**src/rtl/fetch_queue.sv**
```systemverilog
// Instruction fetch queue: circular FIFO of {pc, instr} between fetch and decode,
// with single-cycle flush on mispredict. Optional bypass: define FETCH_QUEUE_BYPASS_EN.
module fetch_queue #(
  parameter int DEPTH = 8
) (
  input  logic                     clk,
  input  logic                     reset,
  input  logic                     in_valid,
  output logic                     in_ready,
  input  logic [31:0]              in_pc,
  input  logic [31:0]              in_instr,
  output logic                     out_valid,
  input  logic                     out_ready,
  output logic [31:0]              out_pc,
  output logic [31:0]              out_instr,
  input  logic                     mispredict,
  output logic [$clog2(DEPTH):0]   count,
  output logic                     full,
  output logic                     empty
);

  localparam int AW = $clog2(DEPTH);
  localparam int CW = AW + 1;

  logic [31:0]   mem_pc    [DEPTH];
  logic [31:0]   mem_instr [DEPTH];
  logic [AW-1:0] head;
  logic [AW-1:0] tail;
  logic [CW-1:0] count_q;
  logic          bypass;
  logic          push;
  logic          pop;

  assign count = count_q;
  assign full  = (count_q == CW'(DEPTH));
  assign empty = (count_q == '0);

  always_comb begin
    bypass = 1'b0;
`ifdef FETCH_QUEUE_BYPASS_EN
    // Empty queue with a ready consumer: hand the fetch entry straight to decode.
    bypass = empty && in_valid && out_ready && !mispredict;
`else
    bypass = 1'b0;
`endif
    in_ready  = !full && !mispredict;
    out_valid = (!empty || bypass) && !mispredict;
    out_pc    = mem_pc[head];
    out_instr = mem_instr[head];
    if (bypass) begin
      out_pc    = in_pc;
      out_instr = in_instr;
    end
    push = in_valid && in_ready && !bypass;
    pop  = !empty && out_ready && !mispredict;
  end

  always_ff @(posedge clk) begin
    if (reset || mispredict) begin
      head    <= '0;
      tail    <= '0;
      count_q <= '0;
    end else begin
      if (push) tail <= tail + 1'b1;
      if (pop)  head <= head + 1'b1;
      count_q <= count_q + CW'(push) - CW'(pop);
    end
  end

  // Storage is never cleared; only pointers and occupancy define validity.
  always_ff @(posedge clk) begin
    if (push) begin
      mem_pc[tail]    <= in_pc;
      mem_instr[tail] <= in_instr;
    end
  end

endmodule

```
**config.mk**
```make
export PLATFORM = sky130hd
export DESIGN_NAME = fetch_queue
export DESIGN_NICKNAME = d
export VERILOG_FILES = /design/src/rtl/fetch_queue.sv
export SDC_FILE = /design/constraint.sdc
export NUM_CORES = 1
export LEC_CHECK = 0
export CORE_MARGIN = 5
export CORE_UTILIZATION = 60
export CTS_CLUSTER_DIAMETER = 100
export DETAILED_ROUTE_END_ITERATION = 10
export GPL_ROUTABILITY_DRIVEN = 0
export HOLD_SLACK_MARGIN = 0.02
export PLACE_DENSITY_LB_ADDON = 0.2
export SYNTH_ARGS = -nofsm -noshare
export SYNTH_HDL_FRONTEND = slang
export SYNTH_SLANG_ARGS = --single-unit
```
**constraint.sdc**
```tcl
create_clock -name clk -period 28.2 [get_ports clk]
set_input_delay 8.46 -clock clk [delete_from_list [all_inputs] [get_ports clk]]
set_output_delay 8.46 -clock clk [all_outputs]
set_load 0.1 [all_outputs]
```
# After elaboration in Yosys (flattened, before gate mapping)
# Memory sizes are Yosys's and may differ from the RTL's. A register that Yosys moved wholly into a read port is not among the register bits.
# Cells that the tools add are included.
[totals]
ramBits = 512
register_bits = 10
inputBits = 69
mem_count = 2
out_inout_bits = 72
[classes]
n_mux = 6
eq_ne = 1
n_reduce_logical = 10
addsub = 4
[mem_list]
columns = ["memory", "words", "word_bits", "read_ports", "rd_ports_with_merged_regs", "wr", "line", "text"]
rows = [
  ["mem_instr", 8, 32, 1, 1, 1, "26", "logic [31:0] mem_instr [DEPTH];"],
  ["mem_pc", 8, 32, 1, 1, 1, "25", "logic [31:0] mem_pc [DEPTH];"],
]
[op_table]
columns = ["op", "count"]
rows = [
  ["2-to-1 mux 3 bit", 4],
  ["adder 3 x 1 -> 3 bit (second input constant)", 2],
  ["logical AND 1 bit", 5],
  ["adder 4 x 1 -> 4 bit", 1],
  ["== test 4 bit (second input constant)", 1],
  ["logical NOT 4 bit", 1],
  ["subtractor 4 x 1 -> 4 bit", 1],
  ["logical NOT 1 bit", 3],
  ["2-to-1 mux 1 bit", 2],
  ["logical OR 1 bit", 1],
]

# Logic depth before layout (Yosys ltp)
[logic_depth]
ltp_word = 6
depth_mapped = 11

# Least setup slack after synthesis
# OpenSTA, ideal clock, no wires.
[synth_timing]
path_kind = "in2out"
from = "input mispredict"
to = "output in_ready"
t_arrival_ns = 9.912
cell_stages = 2
slack_ns = 9.828
n_path_buf = 1
path_cell_list = "clkbuf_1 nor2_1"
[synth_via]
elab_chain_len = 2
[synth_lines]
columns = ["element", "line", "text"]
rows = [
  ["start, declared", "16", "input logic mispredict,"],
  ["logical NOT 1 bit", "46", "in_ready = !full && !mispredict;"],
  ["logical AND 1 bit", "46", ""],
  ["end, declared", "9", "output logic in_ready,"],
]
# Every way passes these cells.

# Final worst setup path
[layout_timing]
from = "input mispredict"
to = "output out_valid"
[layout_via]
elab_chain_len = 2
[layout_lines]
columns = ["element", "line", "text"]
rows = [
  ["logical NOT 1 bit", "47", "out_valid = (!empty || bypass) && !mispredict;"],
  ["logical AND 1 bit", "47", ""],
  ["end, declared", "12", "output logic out_valid,"],
]
# Every way passes these cells.

==> out/qor.json <==
{
  "die_w_um": 192.3,
  "cp-end-kind": "output pin",
  "gr-total-overflow": 0,
  "timing.reg2reg.setup_slack_ps": 25000,
  "netlist_area_sq_um": 19940,
  "fin_crit_ps": 18760,
  "numClockSinks": 525,
  "finalWirelength_um": 36360,
  "syn_inst": 825,
  "grt_start_max_net_pins": 73,
  "via_density_per_instance": 5.901,
  "min_path_type": "reg2reg",
  "reg2reg_launch_point": "count[2]",
  "placement.io_buffers": 140,
  "worstRegToRegCells": 6,
  "number_of_maximum_capacitance_constraint_violations": 0,
  "timing_worst_slew_pin_value_ps": 1085,
  "clock_latency_ps": 540,
  "synth_unique_cells": 34,
  "die-height_um": 192.3,
  "initial_core_utilization_pct": 60.97,
  "crit_required_ps": 19740,
  "detail-route-antenna-nets": 0,
  "holdPathStages": 2,
  "critPathArrivalTime_ps": 10300,
  "cts.repair_timing.setup_buffer_count": 0,
  "synthTopCellsByArea": "sky130_fd_sc_hd__edfxtp_1 (77%), sky130_fd_sc_hd__mux4_2 (14%), sky130_fd_sc_hd__mux2_2 (3.6%), sky130_fd_sc_hd__dfxtp_1 (1.3%), sky130_fd_sc_hd__buf_6 (0.68%)",
  "floorplan.io_pins": 141,
  "ratio_of_cells_with_drive_above_1_in_the_final_layout_pct": 28.20,
  "yosysTopAreaCellShare_pct": 77.11,
  "post_synth_mux_area_share_pct": 18.27,
  "numCtsBuffers": 51,
  "rsz_0062_raised_after_global_routing": "false",
  "path_class": "in2out",
  "synth_simple_gate_area_share_pct": 1.054,
  "tritoncts_clock_tree": "done",
  "postCtsResizedCells": 0,
  "yosys_warnings": 0,
  "totalNegativeSetupSlack_ps": 0,
  "fp.coreArea_sq_um": 32700,
  "synth_enable_flop_cells": 512,
  "global_route.usage.total_pct": 20.53,
  "final_cells": 1482,
  "worstPathMaxFanout": 10,
  "hold-worst-slack_ps": 484.7,
  "proportion_of_register_bits_with_asynchronous_set_or_reset_after_synthesis_pct": 0,
  "largest_vdd_supply_drop_mv": 0.05075,
  "yosys.area_share.xor_xnor_pct": 0.08786,
  "fmax_ghz": 0.05330,
  "final-setup-viol-count": 0,
  "crit_path_launch_type": "input pin",
  "synth_nets": 902,
  "clock_pin_slew_on_the_worst_setup_and_hold_paths_ps": 60,
  "postSynth.topFlopCell": "sky130_fd_sc_hd__edfxtp_1",
  "relSlewSlack_pct": 27.42,
  "finish.net_count": 1074,
  "dp_cells": 1386,
  "post-route-drc-count": 0,
  "clockRootBuffer": "sky130_fd_sc_hd__clkbuf_16",
  "postSynthRegisterBits": 525,
  "wl_per_cell_um": 24.53,
  "yosysSeqAreaShare_pct": 78.42,
  "via_count": 8746,
  "grt_antenna_before_repair": 3,
  "router_iterations_before_antenna_repair": 5,
  "cts_max_level": 2,
  "synth_fa_ha_area_share_pct": 0.5397,
  "run_status": "finished, final reports clean",
  "first_pass_grt_wire_length_um": 56840,
  "timing_hold_violations_final": 0,
  "dominant_combinational_cell_family_by_area_after_synthesis": "multiplexers",
  "timing.clock.skew_ps": 13.92,
  "half_perimeter_wire_length_of_the_detailed_placement_result_um": 18950,
  "total_die_area_sq_um": 36980,
  "power-per-cell-area_nw_per_um2": 69.58,
  "cts_max_path_buffers": 3,
  "cts_hold_buf": 0,
  "power.leakage_uw": 0.007265,
  "area_delta_synth_final_pct": 18.04,
  "slew_violations": 0,
  "timing.rr.end": "mem_instr[4][25]",
  "area_fraction_in_compound_gates_after_synthesis_pct": 0.2698,
  "first_global_vias": 9455,
  "fp-row-count": 66,
  "syn_avg_cell_area_sq_um": 24.17,
  "detailedRoute.firstIterationViolations": 618,
  "netlist.top_cell.by_area": "sky130_fd_sc_hd__edfxtp_1",
  "finalCritPeriodShare_pct": 66.53,
  "hold_start": "head[1]"
}
sequential cells by signal, summed over array words and instances, names as in the netlist, named ones only:
signal     flops
count          4
head           3
mem_instr    256
mem_pc       256
tail           3
per-stage QoR:
stage	utilization [%]	instance area (sq um)	setup slack (ps)	total power [uW]
after global placement	66.77	21840	9438	975.1
final	71.97	23530	9439	1638
after floorplan	-	19940	9828	942.9
after global routing	71.97	23530	9358	1692
after detailed placement	66.77	21840	9447	976.6
after CTS	71.96	23530	9436	1650
cells in the mapped netlist, types with 2 or more instances:
cell and n:
sky130_fd_sc_hd__and2_1 3, sky130_fd_sc_hd__buf_1 9, sky130_fd_sc_hd__buf_2 3, sky130_fd_sc_hd__buf_4 2
sky130_fd_sc_hd__buf_6 12, sky130_fd_sc_hd__clkbuf_1 12, sky130_fd_sc_hd__dfxtp_1 13, sky130_fd_sc_hd__edfxtp_1 512
sky130_fd_sc_hd__ha_1 7, sky130_fd_sc_hd__inv_1 7, sky130_fd_sc_hd__mux2_2 64, sky130_fd_sc_hd__mux2i_1 4
sky130_fd_sc_hd__mux4_2 128, sky130_fd_sc_hd__nand2_1 10, sky130_fd_sc_hd__nand2b_1 2, sky130_fd_sc_hd__nand3_1 2
sky130_fd_sc_hd__nor2_1 6, sky130_fd_sc_hd__nor2b_1 2, sky130_fd_sc_hd__nor3_1 6, sky130_fd_sc_hd__o21a_1 2
sky130_fd_sc_hd__o21ai_0 4, sky130_fd_sc_hd__or3_1 3
worst max-delay path by stage:
stage,startpoint,endpoint,slack (ps),cells past startpoint
finish,mispredict,out_valid,9440,3
global route,mispredict,out_valid,9360,3
detailed placement,mispredict,out_valid,9450,3
global placement,mispredict,out_valid,9440,3
CTS,mispredict,out_valid,9440,3
floorplan,mispredict,in_ready,9830,2
layout by cell type (no fill, tap or decap), drive strengths merged, types with 3 or more instances in the layout:
cell / synthesis / final
dfxtp: 13 / 13
inv: 7 / 7
clkdlybuf4s50: 0 / 140
buf: 26 / 17
bufinv: 0 / 7
mux4: 128 / 128
ha: 7 / 7
clkinv: 0 / 21
or3: 3 / 3
nor2: 6 / 6
clkbuf: 12 / 67
mux2: 64 / 64
o21ai: 4 / 4
and2: 3 / 3
nand2: 10 / 10
edfxtp: 512 / 512
mux2i: 4 / 4
nor3: 6 / 6
worst max-delay path, stage by stage:
cell and delay [ps]:
sky130_fd_sc_hd__clkdlybuf4s50_1 540, sky130_fd_sc_hd__nor2_1 150, sky130_fd_sc_hd__clkdlybuf4s50_1 1140
logic make-up (layout without fill, tap and decap cells):
logic type	after synthesis	in the layout
multiplexers	196	196
adder cells (fa/ha/maj)	8	8
other	0	1
XOR/XNOR	2	2
AO/OA/AOI/OAI	9	9
AND/OR/NAND/NOR	40	40
flip-flops	525	525
buffers and inverters	45	259
layout make-up:
cell class | count | area [sq um]
sequential | 525 | 15650
fill | 1940 | 9168
multi-input combinational | 255 | 4081
clock buffer | 67 | 1389
antenna | 1 | 2.502
clock inverter | 28 | 306.5
timing repair buffer | 157 | 1529
inverter | 7 | 26.28
tap | 442 | 553.0
layer usage:
layer  part of all wire [%]  track usage, %
met1                     41           28.88
met2                     51           34.02
met3                    6.8           4.613
met4                    1.6           4.279
met5                  0.058               0
report_power, final:
group / total [uW] / switching (uW) / internal (uW)
clock network: 678 / 268 / 410
registers: 865 / 2.08 / 863
logic: 95.2 / 66.7 / 28.5
Power figures use the tool's default switching activity.
